===== config.mk =====
export PLATFORM = sky130hd
export DESIGN_NAME = uart_tx_fsm_flat
export DESIGN_NICKNAME = d
export VERILOG_FILES = /design/src/rtl/uart_tx_fsm_if.sv /design/src/rtl/uart_tx_fsm.sv /design/src/flat_wrapper.sv
export SDC_FILE = /design/constraint.sdc
export NUM_CORES = 1
export LEC_CHECK = 0
export ABC_AREA = 0
export CELL_PAD_IN_SITES_DETAIL_PLACEMENT = 0
export CELL_PAD_IN_SITES_GLOBAL_PLACEMENT = 1
export CORE_ASPECT_RATIO = 1.75
export CORE_UTILIZATION = 44
export CTS_BUF_LIST = sky130_fd_sc_hd__clkbuf_4
export CTS_CLUSTER_SIZE = 24
export DETAILED_ROUTE_END_ITERATION = 16
export HOLD_SLACK_MARGIN = 0.06
export MAX_ROUTING_LAYER = met4
export PLACE_DENSITY_LB_ADDON = 0.1
export SLEW_MARGIN = 20
export SYNTH_ARGS = -nofsm -noshare
export SYNTH_HDL_FRONTEND = slang
export SYNTH_SLANG_ARGS = --single-unit

===== constraint.sdc =====
create_clock -name CLK -period 2.2 [get_ports CLK]
set_input_delay 0.66 -clock CLK [delete_from_list [all_inputs] [get_ports CLK]]
set_output_delay 0.66 -clock CLK [all_outputs]
set_load 0.02 [all_outputs]

===== src/rtl/uart_tx_fsm_if.sv =====
// Transmit-side bundle between the TX FIFO read port and the UART serialiser.
// The master supplies words; the slave (the transmitter) drives the line and BUSY.
interface uart_tx_fsm_if #(
  parameter int unsigned DATA_WIDTH = 8
);
  logic [DATA_WIDTH-1:0] P_DATA;
  logic                  DATA_VALID;
  logic                  PAR_EN;
  logic                  PAR_TYP;
  logic                  TX_OUT;
  logic                  BUSY;

  modport master (
    output P_DATA,
    output DATA_VALID,
    output PAR_EN,
    output PAR_TYP,
    input  TX_OUT,
    input  BUSY
  );

  modport slave (
    input  P_DATA,
    input  DATA_VALID,
    input  PAR_EN,
    input  PAR_TYP,
    output TX_OUT,
    output BUSY
  );
endinterface


===== src/rtl/uart_tx_fsm.sv =====
// UART frame serialiser: start bit, DATA_WIDTH data bits LSB first, optional
// parity, stop bit, one bit per CLK. BUSY covers the whole frame and always
// drops for at least one IDLE cycle between frames so every accepted word
// gives the downstream pulse stage exactly one BUSY rising edge.
module uart_tx_fsm #(
  parameter int unsigned DATA_WIDTH = 8
) (
  input  logic              CLK,
  input  logic              RST,
  uart_tx_fsm_if.slave      tx
);

  localparam int unsigned CntWidth = (DATA_WIDTH > 1) ? $clog2(DATA_WIDTH) : 1;
  localparam logic [CntWidth-1:0] CntLast = CntWidth'(DATA_WIDTH - 1);

  typedef enum logic [2:0] {
    StIdle,
    StStart,
    StData,
    StParity,
    StStop
  } state_e;

  state_e                state_q;
  logic [DATA_WIDTH-1:0] data_q;
  logic                  par_en_q;
  logic                  par_typ_q;
  logic [CntWidth-1:0]   cnt_q;
  logic                  tx_out_q;
  logic                  busy_q;

  logic [CntWidth-1:0]   cnt_nxt;
  logic                  par_bit;

  assign cnt_nxt = cnt_q + CntWidth'(1);
  // Parity is taken from the latched word so mid-frame input changes cannot leak in.
  assign par_bit = par_typ_q ? ~^data_q : ^data_q;

  // Frame sequencer; outputs are loaded with the value of the state being entered.
  always_ff @(posedge CLK or negedge RST) begin
    if (!RST) begin
      state_q   <= StIdle;
      data_q    <= '0;
      par_en_q  <= 1'b0;
      par_typ_q <= 1'b0;
      cnt_q     <= '0;
      tx_out_q  <= 1'b1;
      busy_q    <= 1'b0;
    end else begin
      unique case (state_q)
        StIdle: begin
          tx_out_q <= 1'b1;
          busy_q   <= 1'b0;
          if (tx.DATA_VALID) begin
            data_q    <= tx.P_DATA;
            par_en_q  <= tx.PAR_EN;
            par_typ_q <= tx.PAR_TYP;
            state_q   <= StStart;
            tx_out_q  <= 1'b0;
            busy_q    <= 1'b1;
          end
        end
        StStart: begin
          cnt_q    <= '0;
          state_q  <= StData;
          tx_out_q <= data_q[0];
        end
        StData: begin
          if (cnt_q == CntLast) begin
            if (par_en_q) begin
              state_q  <= StParity;
              tx_out_q <= par_bit;
            end else begin
              state_q  <= StStop;
              tx_out_q <= 1'b1;
            end
          end else begin
            cnt_q    <= cnt_nxt;
            tx_out_q <= data_q[cnt_nxt];
          end
        end
        StParity: begin
          state_q  <= StStop;
          tx_out_q <= 1'b1;
        end
        StStop: begin
          // Always pass through IDLE so BUSY is low for at least one cycle.
          state_q  <= StIdle;
          tx_out_q <= 1'b1;
          busy_q   <= 1'b0;
        end
        default: begin
          state_q  <= StIdle;
          tx_out_q <= 1'b1;
          busy_q   <= 1'b0;
        end
      endcase
    end
  end

  assign tx.TX_OUT = tx_out_q;
  assign tx.BUSY   = busy_q;

endmodule


===== src/flat_wrapper.sv =====
// flat-port wrapper written by rule: the top's interface ports become plain ports
module uart_tx_fsm_flat 
#(
  parameter int unsigned DATA_WIDTH = 8
)
  (CLK, RST, tx_P_DATA, tx_DATA_VALID, tx_PAR_EN, tx_PAR_TYP, tx_TX_OUT, tx_BUSY);
  uart_tx_fsm_if #(.DATA_WIDTH(DATA_WIDTH)) tx_i ();
  input  logic CLK;
  input  logic RST;
  input wire logic [$bits(tx_i.P_DATA)-1:0] tx_P_DATA;
  input wire logic [$bits(tx_i.DATA_VALID)-1:0] tx_DATA_VALID;
  input wire logic [$bits(tx_i.PAR_EN)-1:0] tx_PAR_EN;
  input wire logic [$bits(tx_i.PAR_TYP)-1:0] tx_PAR_TYP;
  output wire logic [$bits(tx_i.TX_OUT)-1:0] tx_TX_OUT;
  output wire logic [$bits(tx_i.BUSY)-1:0] tx_BUSY;
  assign tx_i.P_DATA = tx_P_DATA;
  assign tx_i.DATA_VALID = tx_DATA_VALID;
  assign tx_i.PAR_EN = tx_PAR_EN;
  assign tx_i.PAR_TYP = tx_PAR_TYP;
  assign tx_TX_OUT = tx_i.TX_OUT;
  assign tx_BUSY = tx_i.BUSY;
  uart_tx_fsm #(.DATA_WIDTH(DATA_WIDTH)) u_core (.CLK(CLK), .RST(RST), .tx(tx_i));
endmodule

======== Yosys cells after proc, flatten, opt, wreduce, memory -nomap -nowiden ========
Cells that the tools add are included.
word-level totals
  flip-flop bits (word level) ............. 18
  latch bits .............................. 0
  RAM bits ................................ 0
  ROM bits ................................ 0
  input port bits ......................... 13
  output and inout bits ................... 2
  logic and storage cells ................. 39
  memories ................................ 0
cells by class
  $add $sub $neg .......................... 1
  multipliers ............................. 0
  divide/modulo/power cells ............... 0
  magnitude comparators ................... 1
  equality and inequality tests ........... 7
  shift operators ......................... 0
  mux-type cells .......................... 15
  bitwise operators ....................... 0
  reductions and logical operators ........ 8
operators by type and width
  cell                                                                   number
  3-bit two-way mux                                                      4
  3-bit case mux with 4 select lines                                     1
  8-bit XNOR reduction                                                   1
  8-bit XOR reduction                                                    1
  3-bit by 2-bit == test with 1-bit output (second input constant)       2
  1-bit two-way mux                                                      6
  3-bit case mux with 2 select lines                                     1
  2-bit AND reduction                                                    3
  3-bit by 4-bit < comparator with 1-bit output (second input constant)  1
  2-bit != test (second input constant)                                  2
  3-bit by 1-bit adder with 3-bit output (second input constant)         1
  1-bit binary-select mux with 3-bit select                              1
  3-bit by 1-bit == test with 1-bit output (second input constant)       1
  3-bit == test (second input constant)                                  1
  3-bit zero test                                                        1
  1-bit case mux with 3 select lines                                     1
  3-bit OR reduction                                                     1
  2-bit by 1-bit != test with 1-bit output (second input constant)       1
  1-bit case mux with 2 select lines                                     1
  2-bit nonzero test                                                     1

======== Logic depth before layout (Yosys ltp) ========
Gate-level depths: netlist (run 1).
  depth in word-level cells ............... 5
  mapped depth ............................ 6

======== Worst setup path before layout (run 1) ========
Ideal clock, no wire load.
  path type ............................... input to register
  start point ............................. input tx_DATA_VALID
  end point ............................... register u_core.data_q[0]
  arrival time ............................ 1.543 ns
  required time ........................... 2.075 ns
  slack ................................... 0.532 ns
  stages on the path ...................... 3
  path buffers ............................ 1
  cell sequence ........................... nor4b_1 buf_2 mux2_2
between the ends
  cells in the longest elaborated chain, start to end .. 1
ends and longest elaborated chain
  element                        line                RTL
  start: declaration             flat_wrapper.sv:11  input wire logic [$bits(tx_i.DATA_VALID)-1:0] tx_DATA_VALID;
  2-bit AND reduction (no line)  n/a
  end signal: assignment         uart_tx_fsm.sv:55   data_q <= tx.P_DATA;
  end: declaration               uart_tx_fsm.sv:25   logic [DATA_WIDTH-1:0] data_q;
No other way between the ends.
A chain may end at the register's enable or synchronous reset.

======== Worst setup path after layout (run 1) ========
  start point ............................. register u_core.tx_out_q (netlist: u_core.tx.TX_OUT)
  end point ............................... output tx_TX_OUT
RTL lines
  element                   line                RTL
  start: declaration        uart_tx_fsm.sv:29   logic tx_out_q;
  start signal: assignment  uart_tx_fsm.sv:66   tx_out_q <= data_q[0];
  start signal: assignment  uart_tx_fsm.sv:72   tx_out_q <= par_bit;
  start signal: assignment  uart_tx_fsm.sv:79   tx_out_q <= data_q[cnt_nxt];
  end: declaration          flat_wrapper.sv:14  output wire logic [$bits(tx_i.TX_OUT)-1:0] tx_TX_OUT;
No word-level cell between the ends.

==> summary.md, run 1 <==
| Metric | Value |
|---|---|
| Antenna viol nets, final | `0` |
| Clock Path Buffers | `2` |
| Initial Utilization | `47.7%` |
| Syn Nets | `96` |
| Gpl congestion | `0.715` |
| Drt wl/cell | `14.7 um` |
| Diode count | `0` |
| CTS buffer count | `3` |
| Largest net degree at the start of global routing | `15` |
| DIE HEIGHT | `65.4 um` |
| Die Span X | `38.2 um` |
| CTS tree | `built` |
| Crit-path leading delay family | `buffers and inverters` |
| First-pass GRT wire length | `3.07 mm` |
| Synth Flop Type | `dfrtp_1` |
| Xor and xnor area share after synthesis | `9.41%` |
| Via count | `680` |
| Peak supply drop | `0.000768 V` |
| Unrepaired setup endpoints after global routing | `no` |
| Worst path bufs/invs | `1` |
| Num rows | `22` |
| Synth top area share | `42.1%` |
| Netlist Area Pre-Place | `0.00101 mm^2` |
| Vias in the first global route | `705` |
| Clock Skew | `3.66 ps` |
| Min cycle time layout | `2070 ps` |
| Critical path cell sequence | `clkdlybuf4s50_1` |
| CTS H-tree depth | `1` |
| Post-DP HPWL | `1.40 mm` |
| Post-synthesis register bit count | `18` |
| Synth Area in Adders | `2.48%` |
| Clk_lat worst skew | `300 ps` |
| F_max | `483 MHz` |
| CP Capture Type | `output pin` |
| PD cells | `1500 mW/mm^2` |
| Synth Area in Simple Gates | `7.43%` |
| Synth Area in Compound Gates | `13.2%` |
| Post-Syn Area per Cell | `12.5 um^2` |
| Post-synth EDFFs | `0` |
| Max stage delay cell, worst path | `clkdlybuf4s50_1` |
| Initial antenna violation count | `0` |
| Slew Viols, Final | `0` |
| Global route overflow | `0` |
| Post-synthesis mux area share | `19.3%` |
| CTS sink cnt | `18` |
| Die ar. | `0.00250 mm^2` |
| Final period utilization | `94.0%` |
| Setup_tns | `0 ps` |
| Leakage power | `0.519 nW` |
| Fillers | `184` |
| Total wire length | `1.78 mm` |
| Postcts setup bufs | `0` |
| Tot GR Track Use | `18.3%` |
| Final Power | `1.81 mW` |
| Cell taking the most area after synthesis | `dfrtp_1` |
| Top post-synthesis cells by area | `dfrtp_1, mux2_2, mux2_1` |
| FFs w/ async S/R, synth | `100%` |
| Worst setup SP type | `register` |
| Crit path DAT | `1410 ps` |
| Root buf cell | `clkbuf_4` |
| Initial DRT Pass Iterations | `4` |
| Vias per cell | `5.62` |
| CTS resizes | `0` |
| Combinational family with the most area after synthesis | `multiplexers` |
| Most frequent cells in the layout | `dfrtp_1, clkdlybuf4s50_1, mux2_2` |
| Tightest Hold Check Type | `register to register` |
| I/O Buffers | `14` |
| Detailed Route Iter0 Violations | `3` |
| Highest net fanout along the worst path | `1` |
| Netlist cell types | `33` |
| Hold-fix buffer count after cts | `0` |
| Status | `completed` |
| Seq/Total Area, Yosys | `44.7%` |
| Max-cap violation count | `0` |
| Worst relative slew slack | `71.5%` |
| Critical path type | `register to output pin` |
| CP Data Required Time | `1540 ps` |
| Endpoints failing setup | `0` |
| Most common cell after layout, fill and taps aside | `dfrtp_1` |
| Yosys Warn Count | `0` |
| Layout Utilization | `57.2%` |
| Area grow syn2layout | `19.9%` |
| DRC | `0` |
| Critical Path Max Stage Delay | `590 ps` |
| # IOs | `15` |
| Fin. Hold Viols | `0` |
| CORE AREA | `0.00212 mm^2` |
| Reg clk slew, reported paths | `100 ps` |
| Worst Tran Pin Value | `427 ps` |
| Nets | `113` |
| Share of post-route cells with drive strength above 1 | `24.7%` |
| Post-synthesis instance total | `81` |
==> power breakdown <==
group          switching, mW  internal, mW  total [mW]
clock network          0.104        0.0830       0.187
registers              0.186         0.495       0.681
logic                  0.333         0.613       0.946
==> Yosys cell counts, types with 3 or more instances <==
| library cell | count |
|---|---|
| a21oi_1 | 5 |
| a22o_1 | 4 |
| clkbuf_1 | 3 |
| dfrtp_1 | 17 |
| mux2_1 | 5 |
| mux2_2 | 9 |
| nand2_1 | 3 |
| o21ai_0 | 3 |
==> final timing paths <==
kind / depth (start not counted) / slack [ps] / endpoint / from
setup / recovery: 1 / 130 / tx_TX_OUT / u_core.tx.TX_OUT
hold / removal: 1 / 540 / u_core.par_typ_q / u_core.par_typ_q
setup reg to reg: 5 / 370 / u_core.tx.TX_OUT / u_core.cnt_q[0]
hold reg to reg: 1 / 540 / u_core.par_typ_q / u_core.par_typ_q
max in group asynchronous: 2 / 1080 / u_core.data_q[3] / RST
min in group asynchronous: 1 / 650 / u_core.cnt_q[2] / RST
==> registers in the layout (all words and copies together) (netlist names) <==
signal	cells
u_core.data_q	8
u_core.cnt_q	3
u_core.state_q	3
u_core.par_en_q	1
u_core.par_typ_q	1
u_core.tx.BUSY	1
u_core.tx.TX_OUT	1
==> logic make-up (layout without fill, tap and decap cells) <==
kind of cell,after synthesis,count (layout)
xor gates and xnor gates,6,6
buffers and inverters,7,23
muxes,16,16
AOI/OAI and AO/OA,19,19
and+or+nand+nor,13,13
adders and majority gates,2,2
DFF,18,18
==> final cells by class <==
| class | count | area [um^2] | area share (%) |
|---|---|---|---|
| timing repair buffer | 17 | 163 | 13.4 |
| inverter | 2 | 7.51 | 0.619 |
| sequential | 18 | 452 | 37.3 |
| clock buffer | 4 | 30.0 | 2.48 |
| multi-input combinational | 56 | 531 | 43.8 |
| tap | 24 | 30.0 | 2.48 |
==> per-stage QoR <==
stage / hold WS (ps) / setup slack, ps / instance area, um^2 / instances
floorplan: 364 / 532 / 1010 / 81
global placement: 515 / 132 / 1180 / 117
detailed placement: 522 / 127 / 1180 / 117
CTS: 547 / 117 / 1210 / 121
global route: 581 / 95.4 / 1210 / 121
finish: 541 / 132 / 1210 / 121
==> layer usage <==
metal	global-route usage (%)	vias up	share of wire, %
met5	-	-	0
met4	12.1	0	2.9
met3	2.03	5	2.0
met2	30.3	12	55
met1	19.6	331	40
li1	-	332	-
No activity file was read; power rests on OpenSTA's default activity.
==> run 2, diff against run 1 <==
--- a/config.mk
+++ b/config.mk
@@ -16,7 +16,7 @@
 export HOLD_SLACK_MARGIN = 0.06
 export MAX_ROUTING_LAYER = met4
 export PLACE_DENSITY_LB_ADDON = 0.1
-export SLEW_MARGIN = 20
+export SLEW_MARGIN = 15
 export SYNTH_ARGS = -nofsm -noshare
 export SYNTH_HDL_FRONTEND = slang
 export SYNTH_SLANG_ARGS = --single-unit
==> results of run 2 <==
Same layout as run 1: the final DEF is identical, and so are final timing and power.
==> run 3, diff against run 2 <==
--- a/config.mk
+++ b/config.mk
@@ -5,12 +5,12 @@
 export SDC_FILE = /design/constraint.sdc
 export NUM_CORES = 1
 export LEC_CHECK = 0
-export ABC_AREA = 0
 export CELL_PAD_IN_SITES_DETAIL_PLACEMENT = 0
 export CELL_PAD_IN_SITES_GLOBAL_PLACEMENT = 1
 export CORE_ASPECT_RATIO = 1.75
 export CORE_UTILIZATION = 44
 export CTS_BUF_LIST = sky130_fd_sc_hd__clkbuf_4
+export CTS_CLUSTER_DIAMETER = 40
 export CTS_CLUSTER_SIZE = 24
 export DETAILED_ROUTE_END_ITERATION = 16
 export HOLD_SLACK_MARGIN = 0.06
==> results of run 3 <==
Same layout as run 1: the final DEF is identical, and so are final timing and power.
